### src/rtl/i2s_receiver_if.sv
// Stereo sample handshake between the I2S receiver and the sample consumer.
interface i2s_receiver_if;
  logic [31:0] sample_left;
  logic [31:0] sample_right;
  logic        sample_valid;
  logic        sample_ready;

  modport master (
    output sample_left,
    output sample_right,
    output sample_valid,
    input  sample_ready
  );

  modport slave (
    input  sample_left,
    input  sample_right,
    input  sample_valid,
    output sample_ready
  );
endinterface

### src/rtl/i2s_receiver.sv
// I2S slave receiver: oversamples sck/ws/sd, deserialises MSB-first words and
// hands out one left/right pair per frame over a valid/ready handshake.
module i2s_receiver #(
  parameter int unsigned SYNC_STAGES = 2
) (
  input  logic           clk,
  input  logic           rst,
  input  logic           enable,
  input  logic [3:0]     sample_size,
  input  logic           sck_in,
  input  logic           ws_in,
  input  logic           sd_in,
  input  logic           clr_err,
  i2s_receiver_if.master sample,
  output logic           overrun,
  output logic           frame_err,
  output logic           busy
);

  localparam int unsigned CNT_W    = 6;
  localparam int unsigned WORD_W   = 32;
  localparam int unsigned MAX_BITS = 32;

  typedef enum logic [1:0] {
    IDLE = 2'd0,
    SYNC = 2'd1,
    RUN  = 2'd2
  } state_t;

  state_t                  state;
  logic [SYNC_STAGES-1:0]  sck_sync;
  logic [SYNC_STAGES-1:0]  ws_sync;
  logic [SYNC_STAGES-1:0]  sd_sync;
  logic                    sck_d;
  logic                    ws_prev;
  logic [WORD_W-1:0]       shreg;
  logic [WORD_W-1:0]       left_hold;
  logic                    left_ok;
  logic [CNT_W-1:0]        bit_cnt;

  logic                    sck_s_c;
  logic                    ws_s_c;
  logic                    sd_s_c;
  logic                    sck_rise_c;
  logic                    boundary_c;
  logic [CNT_W-1:0]        word_len_c;
  logic [CNT_W-1:0]        cnt_nxt_c;
  logic [WORD_W-1:0]       shreg_nxt_c;
  logic                    word_ok_c;

  // Pin synchronisers and sck edge history
  always_ff @(posedge clk or negedge rst) begin
    if (!rst) begin
      sck_sync <= '0;
      ws_sync  <= '0;
      sd_sync  <= '0;
      sck_d    <= 1'b0;
    end else begin
      sck_sync <= {sck_sync[SYNC_STAGES-2:0], sck_in};
      ws_sync  <= {ws_sync[SYNC_STAGES-2:0], ws_in};
      sd_sync  <= {sd_sync[SYNC_STAGES-2:0], sd_in};
      sck_d    <= sck_s_c;
    end
  end

  assign sck_s_c    = sck_sync[SYNC_STAGES-1];
  assign ws_s_c     = ws_sync[SYNC_STAGES-1];
  assign sd_s_c     = sd_sync[SYNC_STAGES-1];
  assign sck_rise_c = sck_s_c & ~sck_d;
  assign boundary_c = sck_rise_c && (ws_s_c != ws_prev);

  always_comb begin
    word_len_c = CNT_W'(MAX_BITS);
    case (sample_size)
      4'd0:    word_len_c = CNT_W'(8);
      4'd1:    word_len_c = CNT_W'(12);
      4'd3:    word_len_c = CNT_W'(16);
      4'd4:    word_len_c = CNT_W'(24);
      default: word_len_c = CNT_W'(MAX_BITS);
    endcase
  end

  // Bits beyond the word length are counted but not shifted in
  always_comb begin
    shreg_nxt_c = shreg;
    if (bit_cnt < word_len_c) shreg_nxt_c = {shreg[WORD_W-2:0], sd_s_c};
    cnt_nxt_c = (bit_cnt == CNT_W'(MAX_BITS)) ? bit_cnt : bit_cnt + CNT_W'(1);
    word_ok_c = (cnt_nxt_c >= word_len_c);
  end

  // Framing FSM, word capture, handshake and sticky flags
  always_ff @(posedge clk or negedge rst) begin
    if (!rst) begin
      state               <= IDLE;
      ws_prev             <= 1'b0;
      shreg               <= '0;
      left_hold           <= '0;
      left_ok             <= 1'b0;
      bit_cnt             <= '0;
      sample.sample_left  <= '0;
      sample.sample_right <= '0;
      sample.sample_valid <= 1'b0;
      overrun             <= 1'b0;
      frame_err           <= 1'b0;
      busy                <= 1'b0;
    end else begin
      if (clr_err) begin
        overrun   <= 1'b0;
        frame_err <= 1'b0;
      end
      if (sample.sample_valid && sample.sample_ready) sample.sample_valid <= 1'b0;
      if (sck_rise_c) ws_prev <= ws_s_c;

      if (!enable) begin
        state <= IDLE;
        busy  <= 1'b0;
      end else begin
        case (state)
          IDLE: begin
            state <= SYNC;
            busy  <= 1'b0;
          end
          SYNC: begin
            if (boundary_c && !ws_s_c) begin
              state   <= RUN;
              busy    <= 1'b1;
              shreg   <= '0;
              bit_cnt <= '0;
              left_ok <= 1'b0;
            end
          end
          RUN: begin
            if (sck_rise_c && !boundary_c) begin
              shreg   <= shreg_nxt_c;
              bit_cnt <= cnt_nxt_c;
            end else if (boundary_c) begin
              shreg   <= '0;
              bit_cnt <= '0;
              if (!word_ok_c || (!ws_prev && left_ok)) begin
                // Short word or a left word with no right word in between
                frame_err <= 1'b1;
                left_ok   <= 1'b0;
                state     <= SYNC;
                busy      <= 1'b0;
              end else if (!ws_prev) begin
                left_hold <= shreg_nxt_c;
                left_ok   <= 1'b1;
              end else begin
                left_ok <= 1'b0;
                if (left_ok) begin
                  if (!sample.sample_valid || sample.sample_ready) begin
                    sample.sample_left  <= left_hold;
                    sample.sample_right <= shreg_nxt_c;
                    sample.sample_valid <= 1'b1;
                  end else begin
                    overrun <= 1'b1;
                  end
                end
              end
            end
          end
          default: begin
            state <= IDLE;
            busy  <= 1'b0;
          end
        endcase
      end
    end
  end

endmodule

### src/flat_wrapper.sv
// flat-port wrapper written by rule: the top's interface ports become plain ports
module i2s_receiver_flat 
#(
  parameter int unsigned SYNC_STAGES = 2
)
  (clk, rst, enable, sample_size, sck_in, ws_in, sd_in, clr_err, overrun, frame_err, busy, sample_sample_left, sample_sample_right, sample_sample_valid, sample_sample_ready);
  i2s_receiver_if sample_i ();
  input  logic clk;
  input  logic rst;
  input  logic enable;
  input  logic [3:0] sample_size;
  input  logic sck_in;
  input  logic ws_in;
  input  logic sd_in;
  input  logic clr_err;
  output logic overrun;
  output logic frame_err;
  output logic busy;
  output wire logic [$bits(sample_i.sample_left)-1:0] sample_sample_left;
  output wire logic [$bits(sample_i.sample_right)-1:0] sample_sample_right;
  output wire logic [$bits(sample_i.sample_valid)-1:0] sample_sample_valid;
  input wire logic [$bits(sample_i.sample_ready)-1:0] sample_sample_ready;
  assign sample_sample_left = sample_i.sample_left;
  assign sample_sample_right = sample_i.sample_right;
  assign sample_sample_valid = sample_i.sample_valid;
  assign sample_i.sample_ready = sample_sample_ready;
  i2s_receiver #(.SYNC_STAGES(SYNC_STAGES)) u_core (.clk(clk), .rst(rst), .enable(enable), .sample_size(sample_size), .sck_in(sck_in), .ws_in(ws_in), .sd_in(sd_in), .clr_err(clr_err), .sample(sample_i), .overrun(overrun), .frame_err(frame_err), .busy(busy));
endmodule
### config.mk
export PLATFORM = sky130hd
export DESIGN_NAME = i2s_receiver_flat
export DESIGN_NICKNAME = d
export VERILOG_FILES = /design/src/rtl/i2s_receiver_if.sv /design/src/rtl/i2s_receiver.sv /design/src/flat_wrapper.sv
export SDC_FILE = /design/constraint.sdc
export NUM_CORES = 1
export LEC_CHECK = 0
export CAP_MARGIN = 25
export CORE_ASPECT_RATIO = 0.5
export CORE_MARGIN = 2
export CORE_UTILIZATION = 47
export DETAILED_ROUTE_END_ITERATION = 7
export GPL_TIMING_DRIVEN = 0
export HOLD_SLACK_MARGIN = 0.12
export PLACE_DENSITY = 0.69
export SLEW_MARGIN = 10
export SYNTH_ARGS = -nofsm -noshare
export SYNTH_HDL_FRONTEND = slang
export SYNTH_SLANG_ARGS = --single-unit
### constraint.sdc
create_clock -name clk -period 3.6 [get_ports clk]
set_input_delay 0.72 -clock clk [delete_from_list [all_inputs] [get_ports clk]]
set_output_delay 0.72 -clock clk [all_outputs]
set_load 0.01 [all_outputs]
Yosys cells after proc, flatten, opt, wreduce, memory -nomap -nowiden
Index checks and enable logic that the tools add are counted.
W data, S select, Z words.

word-level totals
  register bits = 149
  bits of input ports = 12
  output and inout bits = 68
  word-level logic and storage cells = 112

operators by class
  add/sub/neg operators = 1
  $lt $le $gt $ge = 2
  eq/ne operators = 15
  mux-type cells = 53
  bitwise operators = 5
  reduce and logical (&&, ||, !) cells = 20

operators with widths
  operator               count
  $mux W32               4
  $pmux W32 S2           1
  $mux W1                34
  $mux W6                4
  $pmux W6 S4            1
  $pmux W6 S2            1
  $mux W2                5
  $ne A3 B2 Y1 const B   3
  $reduce_and A4 Y1      2
  $reduce_and A8 Y1      1
  $add A6 B1 Y6 const B  1
  $eq A6 B6 Y1 const B   1
  $ge A6 B6 Y1           1
  $lt A6 B6 Y1           1
  $pmux W2 S3            1
  $reduce_and A6 Y1      1
  $logic_and A1 B1 Y1    5
  $logic_not A1 Y1       5
  $reduce_and A5 Y1      1
  $eq A4 B1 Y1 const B   1
  $eq A4 B2 Y1 const B   1
  $eq A4 B3 Y1 const B   1
  $logic_not A4 Y1       1
  $ne A2 B1 Y1 const B   2
  12 further kinds       17

Longest topological paths before layout
Gate-level depths: netlist of the first run.

  depth in word-level cells = 10
  gate-level depth with buffers = 13
  mapped depth without buffers = 11

Worst setup path after synthesis of the first run
No wires, ideal clock.

  path kind = input-to-reg
  start = input port sample_size[1]
  end = register u_core.left_hold[17]
  library setup time = 125 ps
  data arrival time = 2,872 ps
  required time = 3,475 ps
  path slack = 603 ps
  cell stages on the path = 11
  path buffers = 2
  cell sequence = nand2b_1 -> o22ai_1 -> nand2b_1 -> ha_1 -> nand3_1 -> o221ai_1 -> nor3_2 -> or4_1 -> buf_2 -> buf_6 -> mux2_4

on the way
  cells in the longest elaborated chain, start to end = 7
  elaborated cells between the ends (all ways) = 12
  classes of those cells = order compare (2); eq/ne (3); mux (2); bitwise (1); reduce/logical (4)

ends and longest elaborated chain
  element                               RTL line             source
  from (decl)                           flat_wrapper.sv:11   input logic [3:0] sample_size;
  $eq A4 B3 Y1 (tied with other cells)  i2s_receiver.sv:74   case (sample_size)
  $pmux W6 S4 (*)                       i2s_receiver.sv:74
  $ge A6 B6 Y1                          i2s_receiver.sv:88   word_ok_c = (cnt_nxt_c >= word_len_c);
  $logic_not A1 Y1                      i2s_receiver.sv:139  if (!word_ok_c || (!ws_prev && left_ok)) begin
  $logic_or A1 B1 Y1                    i2s_receiver.sv:139
  $not A1 Y1 (no source line)           --
  $reduce_and A6 Y1 (no source line)    --
  to (signal assigned)                  i2s_receiver.sv:146  left_hold <= shreg_nxt_c;
  to (decl)                             i2s_receiver.sv:37   logic [WORD_W-1:0] left_hold;

Mark *: on every way between the ends. The rest lies on a longest branch, timed or not.
A chain may end at the register's enable or synchronous reset.

Worst setup path in the final report of the first run
  start = input port sample_size[1]
  end = register u_core.left_hold[30]

Same word-level chain as after synthesis.

==> results of run 1 <==
-- power breakdown --
part           internal, uW  leakage, uW  switching (uW)
logic                   147      0.00165             240
clock network          1190     0.000304             713
registers              1730      0.00197            40.0
-- worst max path at each step --
stage | start | endpoint | slack, ps | depth (start not counted)
after global routing | sample_size[1] | u_core.sample.sample_left[20] | 0.6 | 10
after detailed placement | sample_size[0] | u_core.sample.sample_right[13] | -750 | 9
after floorplan | sample_size[1] | u_core.left_hold[17] | 600 | 11
after global placement | rst | u_core.bit_cnt[5] | -4130 | 1
after CTS | sample_size[1] | u_core.sample.sample_right[21] | 50 | 10
final | sample_size[1] | u_core.left_hold[30] | 180 | 12
-- repair_timing --
action                                  CTS  global route
setup buffers                             0             0
pin swaps                                 0             1
endpoints found under the setup margin   58            58
resized for setup                         4             8
-- layer usage --
| metal | share of wire (%) | vias up | global-route usage (%) |
|---|---|---|---|
| met5 | 0 | - | 0 |
| met4 | 0.63 | 0 | 3.76 |
| met3 | 4.0 | 7 | 5.16 |
| met2 | 45 | 72 | 29.6 |
| met1 | 50 | 2078 | 26.9 |
| li1 | - | 1961 | - |
-- final cells by class --
type                            count  area, sq um  area share (%)
Sequential cell                   149         3730            46.2
Multi-Input combinational cell    293         2460            30.5
Timing Repair Buffer               79          813            10.1
Clock buffer                       18          439            5.44
Tap cell                          170          213            2.63
Clock inverter                     14          200            2.48
Buffer                             24          119            1.47
Inverter                           27          101            1.26
-- flip-flops by register name, indices dropped and copies added, names as in the netlist, 2 cells and up --
name                        flops
u_core.left_hold               32
u_core.sample.sample_right     32
u_core.sample.sample_left      32
u_core.ws_sync                  2
u_core.sck_sync                 2
u_core.shreg                   32
u_core.bit_cnt                  6
u_core.sd_sync                  2
u_core.state                    2
-- through the flow --
| step | TNS (ps) | hold slack [ps] | utilization, % |
|---|---|---|---|
| floorplan | 0 | 331 | - |
| global placement | -655790 | 333 | 56.8 |
| detailed placement | -46880 | 336 | 57.1 |
| CTS | 0 | 199 | 62.1 |
| global route | 0 | 210 | 62.3 |
| finish | 0 | 186 | 62.3 |
-- worst max-delay path: cells and delay by family --
family | cells | cell delay (ps)
buffers and inverters | 3 | 850
adder cells (fa/ha/maj) | 1 | 320
multiplexers | 1 | 300
AND/OR/NAND/NOR | 5 | 1060
AO/OA/AOI/OAI | 2 | 470
-- layout by cell type, fill, tap and decap left out, drive strengths merged, types with 6 or more instances in the layout --
cell type,count
dfrtp,149
clkdlybuf4s50,77
mux2,65
nand2,41
o21ai,37
a22o,36
mux2i,33
clkbuf,33
inv,30
ha,13
buf,11
nand3,8
nand2b,6
-- cell families (layout without fill, tap and decap cells) --
group	count (synthesis)	count (layout)	share of synthesized area (%)
AOI/OAI and AO/OA	98	98	10.8
buffers and inverters	51	162	3.38
muxes	98	98	17.5
and+or+nand+nor	79	79	6.55
DFF	149	149	58.6
xor gates and xnor gates	5	5	0.688
adders and majority gates	13	13	2.56
==> metrics.txt, run 1 <==
main area contributors after synthesis=dfrtp_1 59%, mux2_2 9.0%, mux2i_1 5.2%, a22o_1 5.0%, mux2_4 3.3%; global-route wire length before repair=21300 um; Max Cap Violations=0; Final Hold Fails=0; Top FF cell, synth=dfrtp_1; Fill cells=1017; Synthesis Warnings=0; vias in the first global route=4052; layout cell share with drive strength beyond 1=19.9%; most used cell, CP=nand2b_1; power per cell area=502 nW/um^2; Period minus WS final=3420 ps; final setup violation count=0; run status=finished clean; Num Clock Sinks=149; routed len/inst=16.6 um; CTS tree=done; antenna viol nets, final=0; Post-CTS Hold Buffers=0; Post-Layout Cell Count=774; GR Util All Layers=18.9%; dpl cells=742; area of the die=14500 sq um; ant diodes=0; Chip Width=169 um; Worst-Skew Late Latency=410 ps; Initial Util=49.1%; die height=86.3 um; EDFF count, synth=0; VDD IR-drop max=305 uV; vias per cell=5.32; Data arrival, critical path=3720 ps; Worst Tran Pin Value=671 ps; initial antenna violation count=0; placed cell area=7390 sq um; worst rel slew slack=54.9%; Yosys top cell area share=58.6%; Remaining Overflow, GRT=0; Synth Register Bits=149; num rows=29; FF-to-FF setup slack=330 ps; Data required, critical path=3890 ps; Final Total Pwr=4050 uW; cell with the most instances after synthesis=dfrtp_1; max-slew violation count=0; I/O Buffers=78; critical path peak fanout=10; DR vias=4118; crit start category=input pin; Num CTS Buffers=17; synth cell count leaders=149 x dfrtp_1, 51 x mux2_2, 41 x nand2_1; reg-to-reg startpoint=u_core.bit_cnt[0]; Setup WS post-layout=179 ps; Fin Clk Skew=12.7 ps; R2R cell count=13; asr flop ratio synth=100%; sequential area share after synthesis=58.6%; router iterations before antenna repair=4; largest net degree at the start of global routing=103; Final Cell Area=8070 sq um; syn nets=518; unrepaired setup endpoints after global routing=no; H-tree Lvls=4; Slowest-stage cell, CP=or4_1; RD Place Congestion=0.824; fraction of the cycle the final worst path needs=95.0%; synthesized area per cell=12.9 sq um; clock slew seen by the registers of the worst setup and hold paths=60 ps; total routed wirelength=12900 um; Cells after Synth=493; Pleak=0.00393 uW; CP cell instances=clkdlybuf4s50_1, nand2b_1, o22ai_1, nand2b_1, ha_1, nand3_1, o221ai_2, nor3_4, or4_1, buf_2, buf_6, mux2_4; Synth cell types=42; area leader, netlist=dfrtp_1; clock tree buffer depth=2; CTS root buffer=clkbuf_16; Worst R2R End=u_core.left_hold[30]; max frequency=0.292 GHz; Core Area=13000 sq um; initial DRC count=252; Area Overhead vs Synth=26.8%; Max stage delay on crit path=500 ps; mapped cell area=6370 sq um; final net count=616; crit path kind=in2reg; CP endpoint kind=flop; Ports=80; hpwl dp=8590 um; hold crit path type=in2async; DRC viols=0; dpl ws=-748 ps
(Power assumes the default switching activity.)
==> run 2, diff against run 1 <==
==> constraint.sdc (replaced) <==
create_clock -name clk -period 4.05 [get_ports clk]
set_input_delay 1.215 -clock clk [delete_from_list [all_inputs] [get_ports clk]]
set_output_delay 1.215 -clock clk [all_outputs]
set_load 0.01 [all_outputs]
==> run 2 against run 1 <==
Routed wire length rose by 0.13%; critical endpoint unchanged; highest routed layer unchanged; count of clock-buffer cells in the layout is the same; combinational power decreased by 11%.
==> metrics.txt, run 2 (synthesis results as in run 1) <==
CP endpoint kind=flop; Ports=80 (unchanged); clock slew seen by the registers of the worst setup and hold paths=60 ps (about the same); I/O Buffers=78 (unchanged); Data arrival, critical path=4210 ps (+490 ps); routed len/inst=16.7 um (+0.13%); layout cell share with drive strength beyond 1=20.0% (+0.17 points); post-CTS setup buffer count=0 (unchanged); Period minus WS final=3920 ps; GR Util All Layers=18.9% (unchanged); CTS root buffer=clkbuf_16; most used cell, CP=nand2b_1; crit start category=input pin; Fin Clk Skew=9.20 ps (-3.46 ps); Num CTS Buffers=17 (unchanged); Initial Util=49.1% (unchanged); power per cell area=446 nW/um^2 (-11%); initial DRC count=252 (unchanged); clock tree buffer depth=2 (unchanged); Worst-Skew Late Latency=410 ps (about the same); FF-to-FF setup slack=790 ps (+460 ps); final setup violation count=0 (unchanged); Chip Width=169 um (unchanged); initial antenna violation count=0 (unchanged); vias per cell=5.32 (about the same); hold crit path type=reg2reg; H-tree Lvls=4 (unchanged); final net count=616 (unchanged); Max Cap Violations=0 (unchanged); Data required, critical path=4350 ps (+460 ps); antenna viol nets, final=0 (unchanged); worst rel slew slack=54.9% (about the same); CP bufs+invs=3 (unchanged); fraction of the cycle the final worst path needs=96.7%; Final Total Pwr=3600 uW (-11%); NetSw=883 uW (-11%); vias in the first global route=4052 (unchanged); grt met3 use=5.16% (unchanged); Pleak=0.00393 uW (about the same); Switching Fraction=24.5% (about the same); area of the die=14500 sq um (unchanged); peak-usage layer in the global routing report=met2; commonest non-fill, non-tap cell in the layout=dfrtp_1; DR vias=4117 (-0.024%); router iterations before antenna repair=4 (unchanged); setup_tns=0 ps (unchanged); Clock power frac=46.9% (about the same); Slowest-stage cell, CP=or4_1; sequential share of power=43.6% (about the same); die height=86.3 um (unchanged); Num Clock Sinks=149 (unchanged); Worst Tran Pin Value=671 ps (-0.363 ps); Remaining Overflow, GRT=0 (unchanged); combinational fraction of design power=9.5% (about the same); critical path peak fanout=10 (unchanged); hpwl dp=8590 um (unchanged); Int Power=2720 uW (-11%); unrepaired setup endpoints after global routing=yes; global-route wire length before repair=21300 um (unchanged); largest net degree at the start of global routing=103 (unchanged); max frequency=0.255 GHz; CP cell instances=clkdlybuf4s50_1, nand2b_1, o22ai_1, nand2b_1, ha_1, nand3_1, o221ai_2, nor3_4, or4_1, buf_2, buf_6, mux2_4; num rows=29 (unchanged); ant diodes=0 (unchanged); CTS tree=done; Final Hold Fails=0 (unchanged); M2 GR Usage=29.6% (unchanged); total routed wirelength=12900 um (+0.13%); RD Place Congestion=0.824 (unchanged); commonest cells after routing, fill and taps aside=149 x dfrtp_1, 77 x clkdlybuf4s50_1, 51 x mux2_2; Max stage delay on crit path=500 ps (about the same); Area Overhead vs Synth=26.8% (about the same); met1 usage=26.9% (unchanged); Post-CTS Hold Buffers=0 (unchanged); Core Area=13000 sq um (unchanged); run status=finished clean; Top delay family on crit path=simple AND/OR/NAND/NOR gates; crit path kind=in2reg; DRC viols=0 (unchanged); max-slew violation count=0 (unchanged); VDD IR-drop max=273 uV (-11%)
==> run 2: path summary, 6_finish.rpt <==
kind / startpoint / cells after the start / endpoint
setup / recovery: sample_size[1] / 12 / u_core.left_hold[30]
hold / removal: u_core.sd_sync[0] / 0 / u_core.sd_sync[1]
setup reg to reg: u_core.bit_cnt[0] / 13 / u_core.left_hold[30]
max in group asynchronous: rst / 2 / u_core.shreg[13]
hold reg to reg: u_core.sd_sync[0] / 0 / u_core.sd_sync[1]
min in group asynchronous: rst / 1 / u_core.left_hold[21]
==> run 2: area by class of cell <==
| cell class | count | area (sq um) |
|---|---|---|
| clock buffers | 18 | 439 |
| inverters | 27 | 101 |
| fillers | 1017 | 4880 |
| multi-input cells | 293 | 2460 |
| flip-flops and latches | 149 | 3730 |
| clock inverters | 14 | 200 |
| well taps | 170 | 213 |
| repair buffers | 79 | 813 |
| plain buffers | 24 | 120 |
==> run 2: power groups by stage <==
| stage | logic (uW) | clock network, uW | registers (uW) |
|---|---|---|---|
| 2_1_floorplan | 192 | 0 | 1600 |
| 3_3_place_gp | 331 | 0 | 1600 |
| 3_5_place_dp | 340 | 0 | 1600 |
| 4_1_cts | 342 | 1720 | 1570 |
| 5_1_grt | 385 | 1790 | 1580 |
| 6_report | 344 | 1690 | 1570 |
==> run 2: timing repair <==
item	in CTS	in global routing
gates resized for setup	4	10
pin swaps	0	1
endpoints found under the setup margin	64	62
==> run 2: stage by stage <==
stage               instance area [sq um]  cells  hold slack, ps  utilization (%)  setup WS [ps]
floorplan                            6370    493             331                -            558
global placement                     7360    741             333             56.8          -4180
detailed placement                   7390    742             336             57.1           -793
CTS                                  8050    774             349             62.1           1.47
global route                         8080    774             360             62.3          -35.8
finish                               8080    774             348             62.3            135
==> run 2: per-layer routing <==
| metal | wire [um] | share of wire, % |
|---|---|---|
| met1 | 6450 | 50 |
| met2 | 5830 | 45 |
| met3 | 541 | 4.2 |
| met4 | 81 | 0.63 |
| met5 | 0 | 0 |
==> RTL change 1, RTL diff (flow settings as in run 1) <==
Re-encode `state_t` (3 states) as one-hot, 3 bits wide.
--- a/src/rtl/i2s_receiver.sv
+++ b/src/rtl/i2s_receiver.sv
@@ -21,10 +21,10 @@
   localparam int unsigned WORD_W   = 32;
   localparam int unsigned MAX_BITS = 32;
 
-  typedef enum logic [1:0] {
-    IDLE = 2'd0,
-    SYNC = 2'd1,
-    RUN  = 2'd2
+  typedef enum logic [2:0] {
+    IDLE = 3'b001,
+    SYNC = 3'b010,
+    RUN  = 3'b100
   } state_t;
 
   state_t                  state;
Check against the original RTL: no difference found for any inputs over 4 cycles, from zero or initial values and one cycle with rst low; so few cycles prove little.
==> RTL change 1 against run 1 <==
First-iteration DRC count increased by 7.1%. Register-to-register slack improved by 0.23 ns. Via count increased by 0.90%. Count of clock-buffer cells in the layout decreased by 1. Setup slack improved by 0.19 ns. Synthesized area decreased by 3.1%. Wire length decreased by 4.2%. Sequential cell count increased by 1. Final area decreased by 3.8%. Largest cell class unchanged.
Power is not compared: it rests on default switching activity, and its combinational part moved more than twofold at a synthesized area within 25%.
==> RTL change 1: results (changes against run 1) <==
Leakage - 3.657 nW
most frequent cells after synthesis - 149 x dfrtp_1, 80 x nand2_1, 71 x o21ai_0
final WL - 12,340 um (-4.2%)
M1 WL - 6230 um (-3.5%)
status - complete, no violations
Finished Layout Cells - 795 (+2.7%)
Clock transition at path regs - 0.06 ns (about the same)
IO buf count - 79 (+1.3%)
CP peak stage delay - 0.49 ns
Area contributors post-synth - dfrtp_1 60%, mux2_2 6.2%, o21ai_0 5.8%
Worst Hold Margin - 0.2324 ns (+0.04656 ns)
minimum clock period - 3.236 ns (-0.1856 ns)
register area share after synthesis - 0.6085 (+0.02278)
worst slack at placement - -0.1697 ns (+0.5786 ns)
Vias - 4,155 (+0.90%)
Reg2Reg Setup Slack - 0.56 ns (+0.23 ns)
Slowest-stage cell, CP - clkdlybuf4s50_1
highest routed layer - met4
Starting DRT DRC Count - 270 (+7.1%)
Max VDD drop - 0.0003497 V
Placed Area - 0.007207 mm^2 (-2.5%)
Net Sw Power - 0.0008288 W
placed insts - 763 (+2.8%)
yosys warns - 0 (unchanged)
initial antenna violation count - 0 (unchanged)
pin count of the biggest net entering global routing - 90 (-13%)
Skew-Pair Late Insertion Delay - 0.41 ns (about the same)
met2 WL - 5608 um (-3.8%)
Final #Nets - 633 (+2.8%)
syn_area_per_cell - 12.03 um^2 (-6.8%)
Yosys cell types - 42 (unchanged)
critical-path maximum fanout - 10 (unchanged)
Worst Path Arrival - 3.53 ns (-0.19 ns)
ant diodes - 0 (unchanged)
Detailed Routing Iterations Pass 1 - 4 (unchanged)
Rel. slew slack - 0.5102 (-0.03837)
CTS max path bufs - 2 (unchanged)
first-pass GRT wire length - 21,240 um (about the same)
wire length on met3 - 431 um (-16%)
Syn Nets - 534 (+3.1%)
asr flop ratio synth - 1.000 (unchanged)
Max Clock Skew - 0.008886 ns (-0.003776 ns)
Detail Placement HPWL - 8379 um (-2.5%)
all-layer global routing usage - 0.1897 (+0.0006082)
clk root buf - clkbuf_16
Hold Crit Class - in2async
gpl congestion - 0.8337 (+1.2%)
share of cells above drive strength 1 - 0.1472 (-0.05148)
Post-CTS Setup Repair Bufs - 0 (unchanged)
Inserted Clock Buffers - 17 (unchanged)
cell family with most CP delay - buffers and inverters
CTS H-tree depth - 4 (unchanged)
RTL change 1: power by group through the flow:
stage          logic [W]  clock network, W  registers (W)
2_1_floorplan  0.0000607                 0        0.00173
3_3_place_gp    0.000119                 0        0.00174
3_5_place_dp    0.000124                 0        0.00173
4_1_cts         0.000126           0.00167        0.00170
5_1_grt         0.000139           0.00175        0.00170
6_report        0.000123           0.00164        0.00170
RTL change 1: final cells by class:
cell class              count  area [um^2]
plain buffers              27        155.1
clock buffers              17        425.4
clock inverters            15        121.4
fillers                  1028         4971
inverters                   5        18.77
multi-input cells         331         2253
flip-flops and latches    150         3755
well taps                 170        212.7
repair buffers             80        823.3
RTL change 1: layer usage:
layer  vias up  global-route usage
met1      2082              0.2744
met2        60              0.2871
met3         4             0.04664
met4         0             0.05771
li1       2009                   -
met5         -                   0
RTL change 1: worst paths after layout:
path / endpoint / from / depth (start not counted)
max: u_core.sample.sample_left[25]$_DFFE_PN0P_ / sample_size[1] / 10
min: u_core.bit_cnt[4]$_DFFE_PN0P_ / rst / 1
max reg2reg: u_core.sample.sample_left[25]$_DFFE_PN0P_ / u_core.bit_cnt[0]$_DFFE_PN0P_ / 12
min reg2reg: u_core.sd_sync[1]$_DFF_PN0_ / u_core.sd_sync[0]$_DFF_PN0_ / 0
max in group asynchronous: u_core.sample.sample_left[8]$_DFFE_PN0P_ / rst / 2
min in group clk: u_core.sd_sync[1]$_DFF_PN0_ / u_core.sd_sync[0]$_DFF_PN0_ / 0
RTL change 1: what timing repair did:
item / CTS / global route
hold buffers: 0 / 0
resized for setup: 0 / 1
endpoints found under the hold margin: 0 / 0
setup endpoints to repair: 0 / 7
RTL change 1: cell families after synthesis:
logic type / Yosys count / synth area share
flip-flops: 150 / 0.6085
AO/OA/AOI/OAI: 126 / 0.1330
AND/OR/NAND/NOR: 125 / 0.09104
multiplexers: 66 / 0.1140
buffers and inverters: 32 / 0.02818
adder cells (fa/ha/maj): 9 / 0.01825
XOR/XNOR: 5 / 0.007098
RTL change 1: worst reg2reg max path: stages (launching register included):
cell and delay (ns):
dfrtp_1 0.43, inv_1 0.12, ha_1 0.14, nor4b_1 0.22
nand2_1 0.16, nand2_1 0.11, ha_1 0.25, nand3b_1 0.12
nor3_1 0.05, mux2_2 0.32, o21ai_2 0.33, buf_2 0.32
mux2_2 0.37
==> RTL change 2, RTL diff (settings of run 1) <==
Made on the original files. `SYNC_STAGES` is set to 2 in 2 places; all go to 4.
--- a/src/rtl/i2s_receiver.sv
+++ b/src/rtl/i2s_receiver.sv
@@ -1,7 +1,7 @@
 // I2S slave receiver: oversamples sck/ws/sd, deserialises MSB-first words and
 // hands out one left/right pair per frame over a valid/ready handshake.
 module i2s_receiver #(
-  parameter int unsigned SYNC_STAGES = 2
+  parameter int unsigned SYNC_STAGES = 4
 ) (
   input  logic           clk,
   input  logic           rst,
--- a/src/flat_wrapper.sv
+++ b/src/flat_wrapper.sv
@@ -1,7 +1,7 @@
 // flat-port wrapper written by rule: the top's interface ports become plain ports
 module i2s_receiver_flat 
 #(
-  parameter int unsigned SYNC_STAGES = 2
+  parameter int unsigned SYNC_STAGES = 4
 )
   (clk, rst, enable, sample_size, sck_in, ws_in, sd_in, clr_err, overrun, frame_err, busy, sample_sample_left, sample_sample_right, sample_sample_valid, sample_sample_ready);
   i2s_receiver_if sample_i ();
Check against the original RTL: no difference found for any inputs over 4 cycles, from zero or initial values and one cycle with rst low; that may be too few to reach the edited logic, so the function may still have changed.
==> RTL change 2 against run 1 <==
Wire length down 1.6%. Setup slack barely moved. Power is 2.9% lower. Sequential cell count is 6 higher. Final area grew 6.4%. Synthesized area up 9.1%. Clock power fell by 6%. Final cell count shrank 1.8%. Highest routed layer unchanged.
==> RTL change 2: results (changes against run 1) <==
most frequent cells after synthesis - 155 x dfrtp_1, 65 x mux2_2, 60 x mux2_4
Max Clock Skew - 0.01204 ns (-0.0006200 ns)
Reg-to-Reg End - u_core.left_hold[10]$_DFFE_PN0P_
CP peak stage delay - 0.57 ns (+0.07 ns)
post-synthesis mux area share - 0.2459 (+0.07083)
Yosys cell types - 46 (+9.5%)
syn_area_per_cell - 15.40 um^2 (+19%)
all-layer global routing usage - 0.1724 (-0.01670)
minimum clock period - 3.422 ns (+0.0002350 ns)
share of cells above drive strength 1 - 0.3399 (+0.1412)
Critical path origin - sample_size[1]
Vias - 3,900 (-5.3%)
first-pass GRT wire length - 21,600 um (+1.7%)
P_comb - 0.000359 W (-7.2%)
Reg2Reg Setup Slack - 0.31 ns (-0.02 ns)
worst slack at placement - -0.2427 ns (+0.5055 ns)
Reg-to-Reg Start - u_core.bit_cnt[2]$_DFFE_PN0P_
Worst Path Arrival - 3.71 ns (about the same)
Worst Hold Margin - 0.2428 ns (+0.05696 ns)
Max VDD drop - 0.0003320 V (+8.9%)
gpl congestion - 0.7961 (-3.4%)
Slowest-stage cell, CP - nor4b_4
Net Sw Power - 0.0009925 W (about the same)
adder-cell share of the synthesized area - 0.02342 (-0.002127)
Finished Layout Cells - 760 (-1.8%)
Syn Nets - 476 (-8.1%)
Pwr Total - 0.003936 W (-2.9%)
vias in the first global route - 4,029 (-0.57%)
placed insts - 728 (-1.9%)
Starting DRT DRC Count - 305 (+21%)
status - complete, no violations
Synth Area in Compound Gates - 0.07225 (-0.03526)
pin count of the biggest net entering global routing - 92 (-11%)
post-cts gate resize count - 0 (-4)
Detail Placement HPWL - 8236 um (-4.2%)
Placed Area - 0.008005 mm^2 (+8.3%)
register area share after synthesis - 0.5586 (-0.02713)
clock group total power - 0.00178 W (-6%)
Area contributors post-synth - dfrtp_1 56%, mux2_4 13%, mux2_2 11%
final WL - 12,680 um (-1.6%)
RTL change 2: cell types whose count changed after synthesis, sizes merged, moves of 3 or more:
cell	change
o21ai	-30
mux2	+64
dfrtp	+6
mux2i	-30
nand4	+3
buf	+11
inv	-17
clkbuf	-12
nand2	-27
o22ai	-3
nand3	-3
RTL change 2: logic make-up after synthesis:
family / count (synthesis)
fa+ha+maj: 13
mux: 132
xor+xnor: 5
compound gates: 63
flops: 155
buf+inv: 33
simple gates: 50
RTL change 2: area by class of cell:
class	instances	area, um^2	area share
flip-flops and latches	155	3879	0.4513
multi-input cells	263	2769	0.3222
repair buffers	79	813.3	0.09463
clock buffers	18	429.2	0.04993
plain buffers	23	259.0	0.03014
well taps	198	247.7	0.02883
clock inverters	14	160.2	0.01863
inverters	10	37.54	0.004367
RTL change 2: metal layers:
metal  up-vias  GRT usage  wire length (um)
met3         7    0.03765               342
li1       1849          -                 -
met1      1992     0.2704              6790
met2        52     0.2405              5440
met4         0    0.04477               102
met5         -          0                 0
